==> config.mk <==
export PLATFORM = sky130hd
export DESIGN_NAME = vm_change_dispenser
export DESIGN_NICKNAME = d
export VERILOG_FILES = /design/src/rtl/vm_change_dispenser.sv
export SDC_FILE = /design/constraint.sdc
export NUM_CORES = 1
export LEC_CHECK = 0
export ABC_AREA = 1
export CORE_MARGIN = 10
export CORE_UTILIZATION = 25
export DETAILED_ROUTE_END_ITERATION = 12
export PLACE_DENSITY_LB_ADDON = 0.25
export SYNTH_ARGS = -nofsm -noshare
export SYNTH_HDL_FRONTEND = slang
export SYNTH_SLANG_ARGS = --single-unit
==> constraint.sdc <==
create_clock -name clk -period 3.5 [get_ports clk]
set_clock_uncertainty 0.2 [all_clocks]
set_input_delay 0.35 -clock clk [delete_from_list [all_inputs] [get_ports clk]]
set_output_delay 0.35 -clock clk [all_outputs]
set_load 0.05 [all_outputs]
==> src/rtl/vm_change_dispenser.sv <==
// Coin-return change dispenser.
// Keeps nickel/dime/quarter inventory and pays a requested amount back
// greedily, largest coin first, one coin per SELECT/DISPENSE/GAP round.
// Finishes with a one-cycle done pulse; short flags an unpaid balance.
module vm_change_dispenser #(
  parameter int AMT_W = 9,
  parameter int CNT_W = 8,
  parameter int GAP   = 2
) (
  input  logic             clk,
  input  logic             rst,
  input  logic             req_valid,
  input  logic [AMT_W-1:0] req_amount,
  output logic             req_ready,
  input  logic             nickel_in,
  input  logic             dime_in,
  input  logic             quarter_in,
  output logic             nickel_out,
  output logic             dime_out,
  output logic             quarter_out,
  output logic             busy,
  output logic             done,
  output logic             short,
  output logic [AMT_W-1:0] remaining,
  output logic [CNT_W-1:0] nickel_cnt,
  output logic [CNT_W-1:0] dime_cnt,
  output logic [CNT_W-1:0] quarter_cnt
);

  typedef enum logic [2:0] {
    S_IDLE     = 3'd0,
    S_SELECT   = 3'd1,
    S_DISPENSE = 3'd2,
    S_GAP      = 3'd3,
    S_FINISH   = 3'd4
  } state_t;

  localparam logic [AMT_W-1:0] C_NICKEL   = AMT_W'(32'd5);
  localparam logic [AMT_W-1:0] C_DIME     = AMT_W'(32'd10);
  localparam logic [AMT_W-1:0] C_QUARTER  = AMT_W'(32'd25);
  localparam logic [AMT_W-1:0] C_AMT_ZERO = {AMT_W{1'b0}};
  localparam logic [CNT_W-1:0] C_CNT_ZERO = {CNT_W{1'b0}};
  localparam logic [CNT_W-1:0] C_CNT_ONE  = {{(CNT_W-1){1'b0}}, 1'b1};
  localparam logic [CNT_W-1:0] C_CNT_MAX  = {CNT_W{1'b1}};
  localparam logic [3:0]       C_GAP      = 4'(GAP);

  state_t           r_state;
  logic [AMT_W-1:0] r_remaining;
  logic [3:0]       r_gap;
  logic             r_nickel_out;
  logic             r_dime_out;
  logic             r_quarter_out;
  logic             r_done;
  logic             r_short;
  logic [CNT_W-1:0] r_nickel_cnt;
  logic [CNT_W-1:0] r_dime_cnt;
  logic [CNT_W-1:0] r_quarter_cnt;

  state_t           w_state_nxt;
  logic [AMT_W-1:0] w_rem_nxt;
  logic [3:0]       w_gap_nxt;
  logic             w_nickel_out_nxt;
  logic             w_dime_out_nxt;
  logic             w_quarter_out_nxt;
  logic             w_done_nxt;
  logic             w_short_nxt;
  logic             w_ej_nickel;
  logic             w_ej_dime;
  logic             w_ej_quarter;

  // Inventory update: deposit saturates, eject never underflows (guarded at
  // SELECT), and a simultaneous deposit plus eject leaves the count alone.
  function automatic logic [CNT_W-1:0] f_inv_next(
    input logic [CNT_W-1:0] cnt,
    input logic             inc,
    input logic             dec
  );
    logic [CNT_W-1:0] v;
    v = cnt;
    if (inc && !dec) begin
      if (cnt != C_CNT_MAX) begin
        v = cnt + C_CNT_ONE;
      end else begin
        v = cnt;
      end
    end else if (dec && !inc) begin
      v = cnt - C_CNT_ONE;
    end else begin
      v = cnt;
    end
    return v;
  endfunction

  // Next-state and next-output decode for the dispense sequencer.
  always_comb begin
    w_state_nxt       = r_state;
    w_rem_nxt         = r_remaining;
    w_gap_nxt         = r_gap;
    w_nickel_out_nxt  = 1'b0;
    w_dime_out_nxt    = 1'b0;
    w_quarter_out_nxt = 1'b0;
    w_done_nxt        = 1'b0;
    w_short_nxt       = 1'b0;
    w_ej_nickel       = 1'b0;
    w_ej_dime         = 1'b0;
    w_ej_quarter      = 1'b0;
    case (r_state)
      S_IDLE: begin
        // req_ready is high throughout IDLE, so valid alone accepts.
        if (req_valid) begin
          w_rem_nxt   = req_amount;
          w_state_nxt = S_SELECT;
        end else begin
          w_state_nxt = S_IDLE;
        end
      end
      S_SELECT: begin
        if ((r_remaining >= C_QUARTER) && (r_quarter_cnt != C_CNT_ZERO)) begin
          w_ej_quarter      = 1'b1;
          w_quarter_out_nxt = 1'b1;
          w_rem_nxt         = r_remaining - C_QUARTER;
          w_state_nxt       = S_DISPENSE;
        end else if ((r_remaining >= C_DIME) && (r_dime_cnt != C_CNT_ZERO)) begin
          w_ej_dime      = 1'b1;
          w_dime_out_nxt = 1'b1;
          w_rem_nxt      = r_remaining - C_DIME;
          w_state_nxt    = S_DISPENSE;
        end else if ((r_remaining >= C_NICKEL) && (r_nickel_cnt != C_CNT_ZERO)) begin
          w_ej_nickel      = 1'b1;
          w_nickel_out_nxt = 1'b1;
          w_rem_nxt        = r_remaining - C_NICKEL;
          w_state_nxt      = S_DISPENSE;
        end else begin
          w_done_nxt  = 1'b1;
          w_short_nxt = (r_remaining != C_AMT_ZERO);
          w_state_nxt = S_FINISH;
        end
      end
      S_DISPENSE: begin
        w_gap_nxt   = C_GAP;
        w_state_nxt = S_GAP;
      end
      S_GAP: begin
        if (r_gap <= 4'd1) begin
          w_gap_nxt   = 4'd0;
          w_state_nxt = S_SELECT;
        end else begin
          w_gap_nxt   = r_gap - 4'd1;
          w_state_nxt = S_GAP;
        end
      end
      S_FINISH: begin
        w_state_nxt = S_IDLE;
      end
      default: begin
        w_state_nxt = S_IDLE;
      end
    endcase
  end

  // Sequencer state, registered outputs and amount still owed.
  always_ff @(posedge clk or posedge rst) begin
    if (rst) begin
      r_state       <= S_IDLE;
      r_remaining   <= C_AMT_ZERO;
      r_gap         <= 4'd0;
      r_nickel_out  <= 1'b0;
      r_dime_out    <= 1'b0;
      r_quarter_out <= 1'b0;
      r_done        <= 1'b0;
      r_short       <= 1'b0;
    end else begin
      r_state       <= w_state_nxt;
      r_remaining   <= w_rem_nxt;
      r_gap         <= w_gap_nxt;
      r_nickel_out  <= w_nickel_out_nxt;
      r_dime_out    <= w_dime_out_nxt;
      r_quarter_out <= w_quarter_out_nxt;
      r_done        <= w_done_nxt;
      r_short       <= w_short_nxt;
    end
  end

  // Coin inventory counters, updated in every state.
  always_ff @(posedge clk or posedge rst) begin
    if (rst) begin
      r_nickel_cnt  <= C_CNT_ZERO;
      r_dime_cnt    <= C_CNT_ZERO;
      r_quarter_cnt <= C_CNT_ZERO;
    end else begin
      r_nickel_cnt  <= f_inv_next(r_nickel_cnt, nickel_in, w_ej_nickel);
      r_dime_cnt    <= f_inv_next(r_dime_cnt, dime_in, w_ej_dime);
      r_quarter_cnt <= f_inv_next(r_quarter_cnt, quarter_in, w_ej_quarter);
    end
  end

  assign req_ready   = (r_state == S_IDLE);
  assign busy        = (r_state != S_IDLE);
  assign nickel_out  = r_nickel_out;
  assign dime_out    = r_dime_out;
  assign quarter_out = r_quarter_out;
  assign done        = r_done;
  assign short       = r_short;
  assign remaining   = r_remaining;
  assign nickel_cnt  = r_nickel_cnt;
  assign dime_cnt    = r_dime_cnt;
  assign quarter_cnt = r_quarter_cnt;

endmodule

==> impl_metrics.json <==
{
  "cts-root-buf": "clkbuf_16",
  "clkSinkCount": 45,
  "drive_gt1_frac": 0.155,
  "grt_pass1_wl_um": 17300,
  "yosysTopAreaCellShare": 0.299,
  "hold_viol": 0,
  "num-fill-cells": 1569,
  "synth-edff-count": 0,
  "multi_input_area_um2": 2300,
  "start_util": 0.257,
  "synthArstFlopShare": 1.00,
  "ys_ff_latch": 45,
  "hp-class": "reg2reg",
  "synth_area_um2": 3770,
  "finalSetupViolCount": 0,
  "drv_slew": 0,
  "grt_max_degree": 46,
  "post-cts-setup-buffers": 0,
  "cts_tree": "done",
  "seq_area_um2": 1130,
  "cp.arrival_ns": 3.22,
  "slew_headroom": 0.335,
  "rsz0062_at_grt": "false",
  "wire_per_inst_um": 13.5,
  "holdWs_ns": 0.339,
  "vias": 3361,
  "worstSetupEndpointType": "flip-flop",
  "critPathKind": "reg2reg",
  "cp.required_ns": 3.56,
  "portBuffers": 54,
  "ys_seq_area_frac": 0.299,
  "tns_ns": 0,
  "syn_to_final_growth_pct": 24.2,
  "clk_pin_slew_ns": 0.07,
  "critPathMaxFanout": 8,
  "die_x_um": 143,
  "overflow": 0,
  "grt_pass1_vias": 3392,
  "status": "finished clean",
  "drt_wl_total_um": 10100,
  "cts_hold_buf": 0,
  "routabilityCongestion": 0.910,
  "synthTopCellsByArea": "dfrtp_1, nand2_1, ha_1",
  "slowest_delay_ns": 0.38,
  "layout_min_cycle_time_ns": 3.17,
  "pin_count": 55,
  "critical_path.slowest_cell": "dfrtp_1",
  "start_kind": "flip-flop",
  "maxCapViolCount": 0,
  "grt_usage": 0.105,
  "cts_buffers": 5,
  "yosysMostFrequentCell": "nand2_1",
  "max_freq_mhz": 316,
  "fin_crit_sh": 0.905,
  "drcViolationCount": 0,
  "r2r_slack_ns": 0.33,
  "path_cells": "buf_4 > ha_1 > nand2_1 > nand2_1 > nor2_2 > nand3_1 > nand2_2 > a21oi_2 > nand2_2 > nand2_4 > ha_1 > a21oi_1 > nand2_1 > nand2_1 > nand3_1 > inv_1 > nand4_1 > nand3_1 > nand2_1 > inv_1",
  "cts-htree-levels": 2,
  "synth_warnings": 0,
  "cp_num_buf_inv": 3,
  "n_antenna_cell": 0,
  "ys.flop_type": "dfrtp_1",
  "rows": 44,
  "synth.distinct_cells": 37,
  "worstMarginPinSlew_ns": 0.996,
  "drt_first_pass_iters": 4,
  "clockBufferDepth": 2,
  "grt_antenna_before_repair": 0,
  "yosysTopAreaCell": "dfrtp_1",
  "hpwlAfterDp_um": 7970,
  "cp_top_family": "simple AND/OR/NAND/NOR gates",
  "crit_path_frequent_cell": "nand2_1",
  "synthCells": 505,
  "syn_avg_cell_area_um2": 7.46,
  "die_area_um2": 20400,
  "dieHeight_um": 143,
  "antenna_left": 0,
  "drt_iter0_drc": 200,
  "clk_latency_ns": 0.31,
  "core_um2": 14600,
  "synth_common_cells": "nand2_1, inv_1, dfrtp_1, nor2_1, xor2_1",
  "routed_via_density": 4.50,
  "syn_nets": 551,
  "nets": 608
}
-- registers in the layout, summed over array words and instances (netlist names) --
register,count
short,1
nickel_out,1
r_gap,4
quarter_out,1
remaining,9
done,1
nickel_cnt,8
dime_cnt,8
dime_out,1
quarter_cnt,8
r_state,3
-- through the flow --
step                utilization  area [um2]  cells  setup slack [ns]
floorplan                     -        3770    505             0.142
global placement          0.306        4490    739             0.203
detailed placement        0.306        4490    739             0.143
CTS                       0.317        4640    747             0.121
global route              0.320        4680    747            0.0557
finish                    0.320        4680    747             0.332
-- cell usage in the layout, fill, tap and decap left out, types with 2 or more instances in the layout --
cell type        synthesis  routed
o22ai_1                  2       2
dfrtp_1                 45      45
o21ai_0                 12      12
nor2_2                   4       4
ha_1                    28      25
nand3_2                  2       2
buf_4                    0       5
a41oi_1                  2       2
o21ai_2                 12      12
nor2_4                   3       3
a21oi_1                 20      20
nand2_1                118     115
inv_1                   58      56
inv_2                   17      19
xor2_1                  34      34
inv_6                    0       2
clkbuf_16                0       5
nand2_4                  3       4
nand2_2                 19      21
xnor2_1                  4       4
o211ai_1                 4       4
nand4_1                  6       6
fa_1                     3       3
ha_4                     0       2
clkdlybuf4s50_1          0      54
nor3_1                   6       6
nand3_1                 27      27
a31oi_1                  2       2
nor2_1                  39      39
o21ai_1                 14      14
nor4_1                   5       5
-- per-layer routing --
metal	wire, um	up-vias	track usage
met1	4450	1569	0.125
met5	0	-	0
met3	541	8	0.0255
met2	4940	57	0.179
li1	-	1727	-
met4	144	0	0.0358
-- area by class of cell --
| cell class | instances | share of cell area |
|---|---|---|
| Multi-Input combinational cell | 374 | 0.491 |
| Sequential cell | 45 | 0.241 |
| Timing Repair Buffer | 59 | 0.124 |
| Inverter | 77 | 0.0626 |
| Tap cell | 184 | 0.0492 |
| Clock buffer | 5 | 0.0267 |
| Clock inverter | 3 | 0.00615 |
-- logic make-up after synthesis --
kind of cell | count (synthesis) | share of synthesized area
xor gates and xnor gates | 38 | 0.0883
and+or+nand+nor | 235 | 0.290
adders and majority gates | 31 | 0.109
DFF | 45 | 0.299
AOI/OAI and AO/OA | 70 | 0.113
buffers and inverters | 86 | 0.102
-- timing repair --
action | 4_1_cts | 5_1_grt
endpoints found under the setup margin | 0 | 5
endpoints found under the hold margin | 0 | 0
resized for setup | 0 | 8
-- final timing paths --
check	startpoint	endpoint	cells after the start
worst max-delay path	remaining[2]	nickel_cnt[7]	20
worst min-delay path	r_gap[0]	r_gap[0]	1
worst max register to register	remaining[2]	nickel_cnt[7]	20
worst min register to register	r_gap[0]	r_gap[0]	1
max in group asynchronous	rst	remaining[3]	2
min in group asynchronous	rst	nickel_out	2
Power is not shown: default switching activity piles up to over one toggle a cycle in this logic, so the estimate is an artifact.
